$ cat src/rtl/riscv_pkg.sv
// Shared fetch-stage types and constants: widths, reset vector, ROM window, IF/ID entry.
package riscv_pkg;

  localparam int ADDR_WIDTH  = 32;
  localparam int INSTR_WIDTH = 32;

  localparam logic [ADDR_WIDTH-1:0]  RESET_VECTOR = 32'hBFC0_0000;
  localparam logic [INSTR_WIDTH-1:0] NOP_INSTR    = 32'h0000_0013;
  localparam int unsigned            ROM_BYTES    = 4096;

  typedef enum logic [1:0] {
    BOOT  = 2'd0,
    RUN   = 2'd1,
    FAULT = 2'd2
  } fetch_state_t;

  typedef struct packed {
    logic [INSTR_WIDTH-1:0] instr;
    logic [ADDR_WIDTH-1:0]  pc;
    logic [ADDR_WIDTH-1:0]  pc_plus4;
    logic                   fault;
  } if_id_t;

  // Word-aligned and inside [base, base+bytes-4]; one extra bit keeps the window end from aliasing to 0.
  function automatic logic pc_legal(input logic [ADDR_WIDTH-1:0] pc,
                                    input logic [ADDR_WIDTH-1:0] base,
                                    input int unsigned           bytes);
    logic [ADDR_WIDTH:0] p;
    logic [ADDR_WIDTH:0] lo;
    logic [ADDR_WIDTH:0] hi;
    p  = {1'b0, pc};
    lo = {1'b0, base};
    hi = lo + (ADDR_WIDTH+1)'(bytes) - (ADDR_WIDTH+1)'(4);
    return (pc[1:0] == 2'b00) && (p >= lo) && (p <= hi);
  endfunction

endpackage

$ cat src/rtl/fetch_unit_if.sv
// Fetch-stage bus: ROM port, redirect input, and IF/ID handshake toward decode.
interface fetch_unit_if import riscv_pkg::*; ();

  logic [ADDR_WIDTH-1:0]  imem_addr;
  logic [INSTR_WIDTH-1:0] imem_data;
  logic                   redirect_valid;
  logic [ADDR_WIDTH-1:0]  redirect_pc;
  logic                   id_ready;
  logic                   if_valid;
  logic [INSTR_WIDTH-1:0] if_instr;
  logic [ADDR_WIDTH-1:0]  if_pc;
  logic [ADDR_WIDTH-1:0]  if_pc_plus4;
  logic                   if_fault;
  logic [31:0]            fetch_count;

  modport master (
    output imem_addr, if_valid, if_instr, if_pc, if_pc_plus4, if_fault, fetch_count,
    input  imem_data, redirect_valid, redirect_pc, id_ready
  );

  modport slave (
    input  imem_addr, if_valid, if_instr, if_pc, if_pc_plus4, if_fault, fetch_count,
    output imem_data, redirect_valid, redirect_pc, id_ready
  );

endinterface

$ cat src/rtl/fetch_unit_if_id_reg.sv
// Valid/ready pipeline register with flush; flush wins over load, load wins over drain.
module if_id_reg import riscv_pkg::*; (
  input  logic   clk_i,
  input  logic   rst_n_i,
  input  logic   flush,
  input  logic   load,
  input  logic   ready,
  input  if_id_t d,
  output logic   valid,
  output if_id_t entry
);

  // Entry capture and valid tracking; data only moves on a real load.
  always_ff @(posedge clk_i or negedge rst_n_i) begin
    if (!rst_n_i) begin
      valid <= 1'b0;
      entry <= '0;
    end else begin
      if (flush)      valid <= 1'b0;
      else if (load)  valid <= 1'b1;
      else if (ready) valid <= 1'b0;
      if (load && !flush) entry <= d;
    end
  end

endmodule

$ cat src/rtl/fetch_unit.sv
// Instruction fetch: PC, ROM address, IF/ID capture, fault detection, retired-fetch count.
//
// state | meaning
// BOOT  | first cycle after reset release, nothing captured
// RUN   | sequential fetch into IF/ID whenever it is empty or draining
// FAULT | illegal PC captured as a NOP fault entry; waits for a redirect
module fetch_unit #(
  parameter logic [31:0] RESET_VECTOR = riscv_pkg::RESET_VECTOR,
  parameter int unsigned ROM_BYTES    = riscv_pkg::ROM_BYTES
) (
  input logic          clk_i,
  input logic          rst_n_i,
  fetch_unit_if.master bus
);
  import riscv_pkg::*;

  fetch_state_t          state_q;
  logic [ADDR_WIDTH-1:0] pc_q;
  logic [31:0]           fetch_count_q;
  logic                  legal;
  logic                  load;
  logic                  accept;
  logic                  out_valid;
  if_id_t                fetch_entry;
  if_id_t                out_entry;

  assign legal  = pc_legal(pc_q, RESET_VECTOR, ROM_BYTES);
  assign load   = (state_q == RUN) && (!out_valid || bus.id_ready) && !bus.redirect_valid;
  assign accept = out_valid && bus.id_ready && !out_entry.fault;

  // Candidate IF/ID entry: ROM word for a legal PC, otherwise a NOP marked as a fault.
  always_comb begin
    fetch_entry.pc       = pc_q;
    fetch_entry.pc_plus4 = pc_q + ADDR_WIDTH'(4);
    fetch_entry.instr    = legal ? bus.imem_data : NOP_INSTR;
    fetch_entry.fault    = !legal;
  end

  if_id_reg u_if_id (
    .clk_i   (clk_i),
    .rst_n_i (rst_n_i),
    .flush   (bus.redirect_valid),
    .load    (load),
    .ready   (bus.id_ready),
    .d       (fetch_entry),
    .valid   (out_valid),
    .entry   (out_entry)
  );

  // Fetch state, PC sequencing and accepted-entry counter; redirect overrides every state.
  always_ff @(posedge clk_i or negedge rst_n_i) begin
    if (!rst_n_i) begin
      state_q       <= BOOT;
      pc_q          <= RESET_VECTOR;
      fetch_count_q <= '0;
    end else begin
      if (accept) fetch_count_q <= fetch_count_q + 32'd1;
      if (bus.redirect_valid) begin
        pc_q    <= bus.redirect_pc;
        state_q <= RUN;
      end else begin
        case (state_q)
          BOOT: state_q <= RUN;
          RUN: begin
            if (load) begin
              if (legal) pc_q    <= pc_q + ADDR_WIDTH'(4);
              else       state_q <= FAULT;
            end
          end
          FAULT:   state_q <= FAULT;
          default: state_q <= BOOT;
        endcase
      end
    end
  end

  assign bus.imem_addr   = pc_q;
  assign bus.if_valid    = out_valid;
  assign bus.if_instr    = out_entry.instr;
  assign bus.if_pc       = out_entry.pc;
  assign bus.if_pc_plus4 = out_entry.pc_plus4;
  assign bus.if_fault    = out_entry.fault;
  assign bus.fetch_count = fetch_count_q;

endmodule
$ cat src/flat_wrapper.sv
// flat-port wrapper written by rule: the top's interface ports become plain ports
module fetch_unit_flat import riscv_pkg::*;
#(
  parameter logic [31:0] RESET_VECTOR = riscv_pkg::RESET_VECTOR,
  parameter int unsigned ROM_BYTES    = riscv_pkg::ROM_BYTES
)
  (clk_i, rst_n_i, bus_imem_addr, bus_if_valid, bus_if_instr, bus_if_pc, bus_if_pc_plus4, bus_if_fault, bus_fetch_count, bus_imem_data, bus_redirect_valid, bus_redirect_pc, bus_id_ready);
  fetch_unit_if bus_i ();
  input logic clk_i;
  input logic rst_n_i;
  output wire logic [$bits(bus_i.imem_addr)-1:0] bus_imem_addr;
  output wire logic [$bits(bus_i.if_valid)-1:0] bus_if_valid;
  output wire logic [$bits(bus_i.if_instr)-1:0] bus_if_instr;
  output wire logic [$bits(bus_i.if_pc)-1:0] bus_if_pc;
  output wire logic [$bits(bus_i.if_pc_plus4)-1:0] bus_if_pc_plus4;
  output wire logic [$bits(bus_i.if_fault)-1:0] bus_if_fault;
  output wire logic [$bits(bus_i.fetch_count)-1:0] bus_fetch_count;
  input wire logic [$bits(bus_i.imem_data)-1:0] bus_imem_data;
  input wire logic [$bits(bus_i.redirect_valid)-1:0] bus_redirect_valid;
  input wire logic [$bits(bus_i.redirect_pc)-1:0] bus_redirect_pc;
  input wire logic [$bits(bus_i.id_ready)-1:0] bus_id_ready;
  assign bus_imem_addr = bus_i.imem_addr;
  assign bus_if_valid = bus_i.if_valid;
  assign bus_if_instr = bus_i.if_instr;
  assign bus_if_pc = bus_i.if_pc;
  assign bus_if_pc_plus4 = bus_i.if_pc_plus4;
  assign bus_if_fault = bus_i.if_fault;
  assign bus_fetch_count = bus_i.fetch_count;
  assign bus_i.imem_data = bus_imem_data;
  assign bus_i.redirect_valid = bus_redirect_valid;
  assign bus_i.redirect_pc = bus_redirect_pc;
  assign bus_i.id_ready = bus_id_ready;
  fetch_unit #(.RESET_VECTOR(RESET_VECTOR), .ROM_BYTES(ROM_BYTES)) u_core (.clk_i(clk_i), .rst_n_i(rst_n_i), .bus(bus_i));
endmodule
$ cat config.mk
export PLATFORM = sky130hd
export DESIGN_NAME = fetch_unit_flat
export DESIGN_NICKNAME = d
export VERILOG_FILES = /design/src/rtl/riscv_pkg.sv /design/src/rtl/fetch_unit_if.sv /design/src/rtl/fetch_unit_if_id_reg.sv /design/src/rtl/fetch_unit.sv /design/src/flat_wrapper.sv
export SDC_FILE = /design/constraint.sdc
export NUM_CORES = 1
export LEC_CHECK = 0
export CORE_MARGIN = 5
export CORE_UTILIZATION = 45
export CTS_CLUSTER_DIAMETER = 100
export DETAILED_ROUTE_END_ITERATION = 10
export GPL_TIMING_DRIVEN = 0
export PLACE_DENSITY = 0.76
export SLEW_MARGIN = 30
export SYNTH_ARGS = -nofsm -noshare
export SYNTH_HDL_FRONTEND = slang
export SYNTH_HIERARCHICAL = 1
export SYNTH_SLANG_ARGS = --single-unit
$ cat constraint.sdc
create_clock -name clk_i -period 3.6 [get_ports clk_i]
set_clock_uncertainty 0.2 [all_clocks]
set_input_delay 1.08 -clock clk_i [delete_from_list [all_inputs] [get_ports clk_i]]
set_output_delay 1.08 -clock clk_i [all_outputs]
set_load 0.01 [all_outputs]
=== Word-level counts from Yosys, hierarchy flattened ===
Cells that the tools add are included.

* Register bits: 164
* Input port bits: 68
* Output and inout port bits: 162
* Logic and storage cells: 48

* $add $sub $neg: 2
* $lt $le $gt $ge: 2
* Equality and inequality tests: 4
* Multiplexer cells: 12
* Reductions and logical operators: 20

{| class="wikitable"
|+ Operator list
! cell !! count
|-
| $mux 32 || 5
|-
| $add 32x1->32 const B || 1
|-
| $add 32x3->32 const B || 1
|-
| $ge 32x32->1 const B || 1
|-
| $le 32x32->1 const B || 1
|-
| $logic_and 1x1->1 || 7
|-
| $mux 2 || 3
|-
| $ne 3x3->1 const B || 2
|-
| $pmux 2 s3 || 1
|-
| $reduce_bool 2->1 || 3
|-
| $logic_not 1->1 || 4
|-
| $logic_not 2->1 || 2
|-
| $mux 1 || 3
|-
| $reduce_and 3->1 || 1
|-
| $reduce_bool 3->1 || 1
|-
| $eq 2x1->1 const B || 1
|-
| $eq 2x2->1 const B || 1
|-
| $reduce_and 2->1 || 1
|-
| $logic_or 1x1->1 || 1
|}

=== Depth between registers and ports, before layout ===
* Depth after elaboration: 7
* Mapped depth: 9
* Depth with buffers taken out: 6

=== Hierarchy ===
The synthesis kept the hierarchy.

{| class="wikitable"
|+ Modules (own cells, without submodules)
! module !! instances !! cells an instance !! area each (sq um) !! sequential area each (sq um)
|-
| fetch_unit || 1 || 447 || 4,215.3 || 1,662.8
|-
| if_id_reg || 1 || 210 || 3,776.1 || 2,452.4
|}

=== Least setup slack after synthesis ===
Ideal clock, no wire load.

* Kind: input to register
* From: input port bus_redirect_valid
* To: register u_core/u_if_id/entry[61] in the netlist's numbering
* Setup time: 0.125 ns
* Arrival time: 2.747 ns
* Required time: 3.275 ns
* Path slack: 0.528 ns
* Cell stages on the path: 9
* Buffers on the path: 6
* Cell sequence: clkbuf_1 > clkbuf_1 > clkbuf_1 > nor2_1 > nor2b_1 > buf_6 > buf_6 > buf_8 > mux2_4

* Cells in the longest elaborated chain, start to end: 3

{| class="wikitable"
|+ Ends and longest elaborated chain
! element !! line !! RTL
|-
| start, declared || flat_wrapper.sv:19 || <nowiki>input wire logic [$bits(bus_i.redirect_valid)-1:0] bus_redirect_valid;</nowiki>
|-
| $logic_not 1->1 || fetch_unit.sv:28 || <nowiki>assign load = (state_q == RUN) && (!out_valid || bus.id_ready) && !bus.redirect_valid;</nowiki>
|-
| $logic_and 1x1->1 || fetch_unit.sv:28 ||
|-
| net u_core.load || fetch_unit.sv:21 || <nowiki>logic load;</nowiki>
|-
| $logic_and 1x1->1 || fetch_unit_if_id_reg.sv:22 || <nowiki>if (load && !flush) entry <= d;</nowiki>
|-
| end signal, assigned || fetch_unit_if_id_reg.sv:17 || <nowiki>entry <= '0;</nowiki>
|-
| end signal, assigned || fetch_unit_if_id_reg.sv:22 ||
|-
| end, declared || fetch_unit_if_id_reg.sv:10 || <nowiki>output if_id_t entry</nowiki>
|}

The timed path passes the listed nets, and every way through them passes these cells.
A chain may end at the register's enable or synchronous reset.

=== Worst setup path in the final report ===
* From: input port bus_redirect_valid
* To: register u_core/u_if_id/entry[83] in the netlist's numbering

Same word-level chain as after synthesis.

==> results.sh <==
export IMPL_status="finished, final reports clean"
export IMPL_multi_input_area_um2=3387
export IMPL_synthMuxAreaShare_pct=18.29
export IMPL_synthArstFlopShare_pct=100.0
export IMPL_vdd_drop_max_mv=0.3477
export IMPL_vias=6121
export IMPL_finalHoldViolCount=0
export IMPL_drt_pass1_iterations=5
export IMPL_clock_root_buffer="clkbuf_16"
export IMPL_worstPathArrival_ns=3.54
export IMPL_antennaDiodeCount=0
export IMPL_post_route_worst_setup_slack_ns=0.1548
export IMPL_ios=230
export IMPL_power_density_nw_per_um2=540.9
export IMPL_htreeDepth=4
export IMPL_yosys_cell_count_top_type="dfrtp_1"
export IMPL_area_growth_pct=39.67
export IMPL_clock_sinks=164
export IMPL_io_buffers=229
export IMPL_die_h_um=143.3
export IMPL_routedWlPerCell_um=19.21
export IMPL_synth_xor_area_share_pct=6.466
export IMPL_slew_violations=0
export IMPL_timing_final_crit_share_pct=95.70
export IMPL_pre_cts_ws_ns=-0.6141
export IMPL_place_area_um2=10630
export IMPL_rsz0062_at_grt="no"
export IMPL_ys_flop_type="dfrtp_1"
export IMPL_crit_type="primary input to flop"
export IMPL_yosysTopAreaCell="dfrtp_1"
export IMPL_grt_usage_pct=21.32
export IMPL_ys_top_cells_by_count="155 x dfrtp_1, 88 x mux2_2, 52 x xnor2_1, 43 x and3_1, 37 x nand4_1"
export IMPL_grt_pass1_vias=6263
export IMPL_setup_violations_final=0
export IMPL_insertion_delay_ns=0.42
export IMPL_via_per_inst=5.346
export IMPL_ys_warn_count=6
export IMPL_routed_wl_mm=22.00
export IMPL_avgSynthCellArea_um2=12.16
export IMPL_synthTopCellsByArea="dfrtp_1 49%, mux2_2 12%, xnor2_1 5.7%, mux2_4 5.6%, and3_1 3.4%"
export IMPL_ys_ff_latch=164
export IMPL_syn_area_um2=7991
export IMPL_synth_compound_area_share_pct=2.395
export IMPL_die_width_um=143.3
export IMPL_fillers=1475
export IMPL_path_cells="clkdlybuf4s50_1 -> clkbuf_1 -> clkbuf_2 -> clkbuf_2 -> nor2_1 -> nor2b_1 -> buf_6 -> buf_6 -> buf_8 -> mux2_4"
export IMPL_gr_total_overflow=0
export IMPL_drv_cap=0
export IMPL_final_area_um2=11160
export IMPL_grt_max_degree=67
export IMPL_cp_required_ns=3.70
export IMPL_layout_area_seq_um2=4115
export IMPL_synth_simple_area_share_pct=14.45
export IMPL_antenna_found_initial=0
export IMPL_slowest_stage="clkdlybuf4s50_1"
export IMPL_path_clk_slew_ns=0.06
export IMPL_timing_slew_headroom_pct=33.50
export IMPL_fin_crit_ns=3.445
export IMPL_synth_nets=730
export IMPL_whs_ns=0.2869
export IMPL_worst_pin_slew_ns=0.9883
export IMPL_slowest_delay_ns=0.53
export IMPL_numCtsBuffers=17
export IMPL_crit_fanout=10
export IMPL_hpwl_mm=16.11
export IMPL_start_util_pct=46.04
export IMPL_syn_inst=657
export IMPL_synth_edf_count=0
export IMPL_post_cts_buffers=0
export IMPL_dieArea_um2=20520
export IMPL_setup_tns_ns=0
export IMPL_clock_fmax_mhz=290.3
export IMPL_synth_cell_types=43
export IMPL_yosysSeqAreaShare_pct=51.50
export IMPL_tritoncts="built"
export IMPL_synth_top_family_by_area="multiplexers"
export IMPL_cts_path_max_buffers=2
export IMPL_worstHoldPathType="flop to flop"
export IMPL_grt_pass1_wl_mm=34.36
export IMPL_drive_gt1_share_pct=22.61
export IMPL_synthAdderAreaFrac_pct=0.7828
export IMPL_ant_nets=0
export IMPL_final_nets=980
export IMPL_cellLeakagePower_nw=4.714
export IMPL_rows=48
export IMPL_cp_end_kind="flop"
export IMPL_total_power_mw=6.038
export IMPL_place_gp_congestion=0.8324
export IMPL_drt_iter0_markers=331
export IMPL_drc=0
export IMPL_synth_top_area_share_pct=48.54
export IMPL_worst_setup_path_start_kind="primary input"
export IMPL_core_area_um2=17360
layout by cell type (no fill, tap or decap), types with 13 or more instances in the layout:
master	Yosys	routed
and3_1	43	43
nand3_1	29	29
nor2_1	15	15
inv_1	13	13
nand2_1	25	25
nand4_1	37	37
mux2_2	88	88
mux2_4	30	30
buf_4	32	32
dfrtp_1	155	155
clkbuf_16	0	17
xnor2_1	52	52
clkdlybuf4s50_1	0	228
clkbuf_1	25	25
worst max-delay path: cells and delay by family:
family	cells	cell delay, ns
mux	1	0.30
buf+inv	7	1.90
simple gates	2	0.24
power breakdown:
| part | total, mW | switching [mW] | internal [mW] | leakage (nW) |
|---|---|---|---|---|
| clock network | 1.67 | 0.775 | 0.894 | 0.256 |
| logic | 1.85 | 0.704 | 1.15 | 2.43 |
| registers | 2.52 | 0.274 | 2.24 | 2.03 |
| total | 6.04 | 1.75 | 4.29 | 4.71 |
area by class of cell:
| type | count | share of cell area, % |
|---|---|---|
| Tap cell | 225 | 2.522 |
| Inverter | 13 | 0.4372 |
| Multi-Input combinational cell | 410 | 30.34 |
| Clock buffer | 19 | 3.878 |
| Buffer | 70 | 3.968 |
| Sequential cell | 164 | 36.87 |
| Timing Repair Buffer | 231 | 21.07 |
| Clock inverter | 13 | 0.9080 |
routing by layer:
metal  share of wire (%)  up-vias  GRT usage (%)
li1                    -     2824              -
met2                  49      225          35.04
met5                   0        -              0
met3                 7.7       26          5.894
met4                 1.9        0          6.194
met1                  42     3046          27.76
worst paths after layout:
check,startpoint,to,slack (ns),cells after the start
worst max-delay path,bus_redirect_valid,u_core/u_if_id/entry[83],0.15,10
worst min-delay path,u_core/bus.fetch_count[31],u_core/bus.fetch_count[31],0.29,1
worst max register to register,u_core/bus.imem_addr[18],u_core/u_if_id/entry[94],0.50,6
worst min register to register,u_core/bus.fetch_count[31],u_core/bus.fetch_count[31],0.29,1
max in group asynchronous,rst_n_i,u_core/bus.imem_addr[29],2.23,2
min in group asynchronous,rst_n_i,u_core/u_if_id/entry[43],0.32,1
through the flow:
step | cells | utilization [%]
after floorplan | 657 | -
after global placement | 1111 | 60.87
after detailed placement | 1113 | 61.22
after CTS | 1145 | 64.30
after global routing | 1145 | 64.31
final | 1145 | 64.31
repair_timing:
action                                  in CTS  in global routing
endpoints found under the setup margin      90                 33
hold buffers                                 0                  0
hold endpoints to repair                     0                  0
gates resized for setup                      1                  2
cells by family (layout without fill, tap and decap cells):
logic type                 count (synthesis)  after routing
AOI/OAI and AO/OA                         25             25
muxes                                    120            120
adders and majority gates                  5              5
and+or+nand+nor                          201            201
xor gates and xnor gates                  59             59
buffers and inverters                     83            346
DFF                                      164            164
state kept, by name, summed over array words and instances (netlist names):
| register | flops |
|---|---|
| u_core/u_if_id/entry | 97 |
| u_core/bus.imem_addr | 32 |
| u_core/u_if_id/valid | 1 |
| u_core/bus.fetch_count | 32 |
| u_core/state_q | 2 |
Note: power is estimated with default switching activity, not from simulation.
